<file path="src/rtl/fifo_wptr_full.sv">
// Write-side control of the async FIFO: write pointer, synchronized read pointer,
// full/almost-full flags, write-side fill level and sticky overflow, all in wclk.
module fifo_wptr_full #(
    parameter int ADDRSIZE  = 4,
    parameter int AF_MARGIN = 2
) (
    input  logic                wclk,
    input  logic                wrst,
    input  logic                winc,
    input  logic [ADDRSIZE:0]   rptr,
    output logic [ADDRSIZE-1:0] waddr,
    output logic                wclken,
    output logic [ADDRSIZE:0]   wptr,
    output logic                wfull,
    output logic                walmost_full,
    output logic [ADDRSIZE:0]   wlevel,
    output logic                woverflow
);

    localparam int DEPTH = 2 ** ADDRSIZE;
    localparam logic [ADDRSIZE:0] AF_THRESH = (ADDRSIZE + 1)'(DEPTH - AF_MARGIN);

    logic [ADDRSIZE:0] wbin_q, wbin_d;
    logic [ADDRSIZE:0] wptr_q, wptr_d;
    logic [ADDRSIZE:0] wq1_rptr_q, wq2_rptr_q;
    logic              wfull_q, wfull_d;
    logic              walmost_full_q, walmost_full_d;
    logic [ADDRSIZE:0] wlevel_q, wlevel_d;
    logic              woverflow_q, woverflow_d;

    logic              accept;
    logic [ADDRSIZE:0] rbin;

    // Each binary bit is the XOR of its Gray bit and every Gray bit above it.
    function automatic logic [ADDRSIZE:0] grayToBin(input logic [ADDRSIZE:0] g);
        logic [ADDRSIZE:0] b;
        b = '0;
        for (int i = 0; i <= ADDRSIZE; i++) begin
            b[i] = ^(g >> i);
        end
        return b;
    endfunction

    always_comb begin
        accept         = winc & ~wfull_q;
        wbin_d         = wbin_q + {{ADDRSIZE{1'b0}}, accept};
        wptr_d         = (wbin_d >> 1) ^ wbin_d;
        rbin           = grayToBin(wq2_rptr_q);
        wlevel_d       = wbin_d - rbin;
        walmost_full_d = (wlevel_d >= AF_THRESH);
        wfull_d        = (wptr_d == {~wq2_rptr_q[ADDRSIZE:ADDRSIZE-1],
                                     wq2_rptr_q[ADDRSIZE-2:0]});
        woverflow_d    = woverflow_q | (winc & wfull_q);
    end

    always_ff @(posedge wclk) begin
        if (wrst) begin
            wbin_q         <= '0;
            wptr_q         <= '0;
            wq1_rptr_q     <= '0;
            wq2_rptr_q     <= '0;
            wfull_q        <= 1'b0;
            walmost_full_q <= 1'b0;
            wlevel_q       <= '0;
            woverflow_q    <= 1'b0;
        end else begin
            wbin_q         <= wbin_d;
            wptr_q         <= wptr_d;
            wq1_rptr_q     <= rptr;
            wq2_rptr_q     <= wq1_rptr_q;
            wfull_q        <= wfull_d;
            walmost_full_q <= walmost_full_d;
            wlevel_q       <= wlevel_d;
            woverflow_q    <= woverflow_d;
        end
    end

    assign waddr        = wbin_q[ADDRSIZE-1:0];
    assign wclken       = accept;
    assign wptr         = wptr_q;
    assign wfull        = wfull_q;
    assign walmost_full = walmost_full_q;
    assign wlevel       = wlevel_q;
    assign woverflow    = woverflow_q;

endmodule

</file>
<file path="config.mk">
export PLATFORM = sky130hd
export DESIGN_NAME = fifo_wptr_full
export DESIGN_NICKNAME = d
export VERILOG_FILES = /design/src/rtl/fifo_wptr_full.sv
export SDC_FILE = /design/constraint.sdc
export NUM_CORES = 1
export LEC_CHECK = 0
export CORE_MARGIN = 5
export CORE_UTILIZATION = 48
export CTS_BUF_LIST = sky130_fd_sc_hd__clkbuf_16
export DETAILED_ROUTE_END_ITERATION = 10
export MAX_ROUTING_LAYER = met4
export PLACE_DENSITY = 0.84
export SYNTH_ARGS = -nofsm -noshare
export SYNTH_HDL_FRONTEND = slang
export SYNTH_SLANG_ARGS = --single-unit
export TNS_END_PERCENT = 30
</file>
<file path="constraint.sdc">
create_clock -name wclk -period 3.4 [get_ports wclk]
set_input_delay 0.34 -clock wclk [delete_from_list [all_inputs] [get_ports wclk]]
set_output_delay 0.34 -clock wclk [all_outputs]
set_load 0.01 [all_outputs]
</file>
Word level (Yosys, flattened, before mapping)
Cells that the tools add are included.

Bits in registers: 28. Input port bits: 8. Output and inout port bits: 18. Word-level logic and storage cells: 23.

Add/sub/neg operators: 2. Order comparisons: 1. Equal/unequal tests: 1. Bitwise logic cells: 6. Reductions and logical operators: 5.

Operator list (number): parity 5 bit (5); adder 5 x 1 -> 5 bit (1); equality test 5 bit (1); >= comparator 5 x 4 -> 1 bit, second input constant (1); subtractor 5 bit (1); bitwise XOR 4 x 5 -> 5 bit (1); bitwise AND 1 bit (2); inverter 2 bit (1); inverter 1 bit (1); OR 1 bit (1).

Depth between registers and ports, before layout
Gate-level depths: netlist of the first run.

Word-level depth: 5. Mapped depth: 11. Mapped depth without buffers: 11.

Worst setup path after synthesis of the first run
OpenSTA, ideal clock, no wires.

Path kind: flip-flop to flip-flop. From: register wq2_rptr_q[3]. To: register walmost_full_q, in the netlist walmost_full. Library setup time: 0.073 ns. Arrival: 2.728 ns. Required time: 3.327 ns. Path slack: 0.599 ns. Cell stages (with the launch flop): 12. Path buffers: 0. Clock period less this slack: 2.801 ns. Path through: dfxtp_1 xnor2_1 xor2_1 xor2_1 xnor2_1 ha_1 fa_1 nor2b_1 or2_2 a211oi_2 or4b_4 o211ai_2.

Cells in the longest elaborated chain, start to end: 3. Elaborated cells between the ends (all ways): 6. Classes of those cells: add/sub (1); order compare (1); reduce/logical (4).

Ends and longest elaborated chain: from (decl) (RTL line 25) `logic [ADDRSIZE:0] wq1_rptr_q, wq2_rptr_q;`; from (signal assigned) (RTL line 70) `wq2_rptr_q <= wq1_rptr_q;`; parity 5 bit (RTL line 39) `b[i] = ^(g >> i);`; subtractor 5 bit * (RTL line 49) `wlevel_d = wbin_d - rbin;`; >= comparator 5 x 4 -> 1 bit * (RTL line 50) `walmost_full_d = (wlevel_d >= AF_THRESH);`; to (signal assigned) (RTL line 72) `walmost_full_q <= walmost_full_d;`; to (decl) (RTL line 27) `logic walmost_full_q, walmost_full_d;`.

Mark *: on every way between the ends. The rest lies on a longest branch, timed or not. A chain may end at the register's enable or synchronous reset.

Worst setup path after layout of the first run
From: register wq2_rptr_q[4]. To: register walmost_full_q, in the netlist walmost_full.

Same word-level chain as after synthesis.

==> metrics.txt, run 1 <==
R2R depth 11; period utilization 92.24%; Slew headroom 68.60%; initial antenna violation count 0; setup violators final 0; dominant cells by area after synthesis dfxtp_1 47%, nor2b_1 7.0%, xnor2_1 6.1%, xor2_1 6.1%, ha_1 5.4%; worst path arrival time 3.33 ns; cell taking the most area after synthesis dfxtp_1; critical path cell sequence xnor2_1 -> xor2_1 -> xor2_1 -> xnor2_1 -> ha_1 -> fa_1 -> nor2b_1 -> or2_2 -> a211oi_2 -> or4b_4 -> o211ai_2; CTS max path bufs 2; CP Depth 11; Reg2Reg Launch Point wq2_rptr_q[4]; Sequential Power Share 44.8%; average size of a mapped cell 10.58 um2; Final Util 67.65%; Final Skew 0.006781 ns; fin nets 153; antenna viol nets, final 0; dpl hpwl 1643 um; met2 Track Usage GR 26.81%; fmax 318.9 MHz; YS warnings 0; Die Span Y 59.03 um; Placeable Area 0.002255 mm2; Worst setup SP type flip-flop; H-Tree Depth 1; CP max-delay cell or4b_4; worst hold slack 0.4311 ns; Worst Max-Slew Pin Slew 0.4695 ns; critical path endpoint category flip-flop; PortBufs 25; Post-CTS Resized 0; Netlist cell types 31; Top delay family on crit path XOR/XNOR gates; Placer Congestion 0.8361; CTS tree yes; via count 822; FF+latch area 540.5 um2; Critical Path RT 3.59 ns; Fin. Hold Viols 0; Sw Pwr 0.1920 mW; Post-Syn Area 0.001154 mm2; Hold Crit Endpoint wq2_rptr_q[2]; pins over their slew limit 0; Initial Util 51.17%; fin crit period 3.136 ns; Post-synth top cells 27 x dfxtp_1, 14 x nor2_1, 13 x nor2b_1, 8 x xnor2_1, 8 x xor2_1; Post-Layout Cell Count 166; Post-CTS Hold Fix Bufs 0; Mapped Cells 109; EDFF count, synth 0; combinational share of power 23.1%; Clk pwr share 32.1%; hold path depth 1; FF+latch count, synth 27; WP buf/inv 0; register area share after synthesis 46.85%; WL/cell 12.68 um; die width 59.03 um; router iterations before antenna repair 4; root buf cell clkbuf_16; ant diodes 0; P&R area growth vs syn 32.21%; RSZ-0062 raised after global routing false; Worst-Skew Late Latency 0.26 ns; met3 usage 2.614%; cell internal pwr 0.5997 mW; I/O pins 26; pin count of the biggest net entering global routing 19; Clock transition at path regs 0.06 ns; Multi-input gate area 590.6 um2; worst vdd ir 0.0002874 V; WS Path Type reg -> reg; most numerous cell in the Yosys netlist dfxtp_1; Critical Path Max Stage Delay 0.53 ns; max cap viols 0; floorplan row count 17; top_reg_cell synth dfxtp_1; grt ovf 0; Min-Delay Path Class reg -> reg; 1st-iter DRT viols 8; Synth top area share 46.85%; die area 0.003484 mm2; P_leak 0.6325 nW; fill count 180; worst-path maximum fanout 5; PwrDens 519.1 mW/mm2; dpl cells 162; reg2reg end walmost_full; mean number of vias per cell 4.952; GRT Max-Usage Layer met2; Sw Share 24.26%; layout cells sized above 1 10.14%; DRC violations left 0; vias in the first global route 853; GRT Overall Usage 14.86%; Num CTS Buffers 3; slack of the worst reg-to-reg path 0.26 ns; global-route wire length before repair 3815 um; Async SR Flop Fraction 0%; setup_tns 0 ns; WL final 2105 um; Hold Crit Start wq1_rptr_q[2]; post-CTS setup buffer count 0; Syn Nets 123; Num Clock Sinks 27; outcome finished, final reports clean; GR Util met1 16.26%
## registers in the layout, indices dropped and copies added, names as in the netlist
signal        cells
wq1_rptr_q        5
walmost_full      1
woverflow         1
wfull             1
wbin_q            5
wptr              4
wlevel            5
wq2_rptr_q        5
## layout by cell type, fill, tap and decap left out
master / n
a211oi_2: 1
a21oi_1: 2
buf_4: 2
or2_2: 1
nor3_1: 3
and3_1: 2
o21ai_1: 1
xor2_4: 1
inv_1: 5
dfxtp_1: 27
o211ai_2: 1
nor2b_1: 13
o21ai_0: 1
ha_1: 5
a211oi_1: 1
nand2b_1: 1
o211ai_1: 1
a221oi_2: 1
clkbuf_16: 3
fa_1: 1
xor2_1: 8
clkdlybuf4s50_1: 25
nor2_1: 14
xnor2_2: 1
nor3b_1: 1
or4b_4: 1
xor2_2: 1
or3_1: 1
a21o_1: 1
nand2_1: 1
nand3_2: 1
xnor2_1: 8
nand3_1: 2
## logic make-up after synthesis
kind of cell / Yosys count / share of synthesized area, %
and+or+nand+nor: 41 / 19.52
xor gates and xnor gates: 19 / 17.36
DFF: 27 / 46.85
adders and majority gates: 6 / 7.158
buffers and inverters: 6 / 1.952
AOI/OAI and AO/OA: 10 / 7.158
## worst max-delay path by stage
stage	slack (ns)	start	endpoint
floorplan	0.60	wq2_rptr_q[3]	walmost_full
global placement	0.29	winc	walmost_full
detailed placement	0.23	winc	walmost_full
CTS	0.27	wq2_rptr_q[4]	walmost_full
global route	0.05	wq2_rptr_q[3]	walmost_full
finish	0.26	wq2_rptr_q[4]	walmost_full
## cell type report
class | count | area share [%]
clock buffer | 3 | 4.922
clock inverter | 1 | 0.2461
inverter | 4 | 0.9844
multi-input combinational | 76 | 38.72
sequential | 27 | 35.44
tap | 28 | 2.297
timing repair buffer | 27 | 17.39
## power by group through the flow
stage	clock network, mW	registers (mW)	logic [mW]
2_1_floorplan	0	0.373	0.0968
3_3_place_gp	0	0.361	0.178
3_5_place_dp	0	0.362	0.183
4_1_cts	0.261	0.355	0.186
5_1_grt	0.277	0.358	0.202
6_report	0.254	0.355	0.183
## worst register-to-register path: cells and delay by family (launching register included)
kind / cells / cell delay, ns
compound gates: 2 / 0.14
simple gates: 3 / 0.89
xor+xnor: 4 / 1.01
fa+ha+maj: 2 / 0.67
flops: 1 / 0.36
## per-stage QoR
stage / setup WS [ns] / power, mW / area [um2]
after floorplan: 0.5989 / 0.4702 / 1154
after global placement: 0.2882 / 0.5390 / 1446
after detailed placement: 0.2291 / 0.5452 / 1446
after CTS: 0.2659 / 0.8017 / 1525
after global routing: 0.04990 / 0.8366 / 1525
final: 0.2640 / 0.7917 / 1525
## layer usage
layer	wire length [um]	up-vias
li1	-	413
met1	841	376
met2	1084	26
met3	126	7
met4	53	0
met5	0	-
Power figures use the tool's default switching activity.
==> run 2, diff against run 1 <==
- GPL_ROUTABILITY_DRIVEN: not set -> 1
==> results of run 2 <==
Final layout, timing and power as in run 1 (identical DEF).
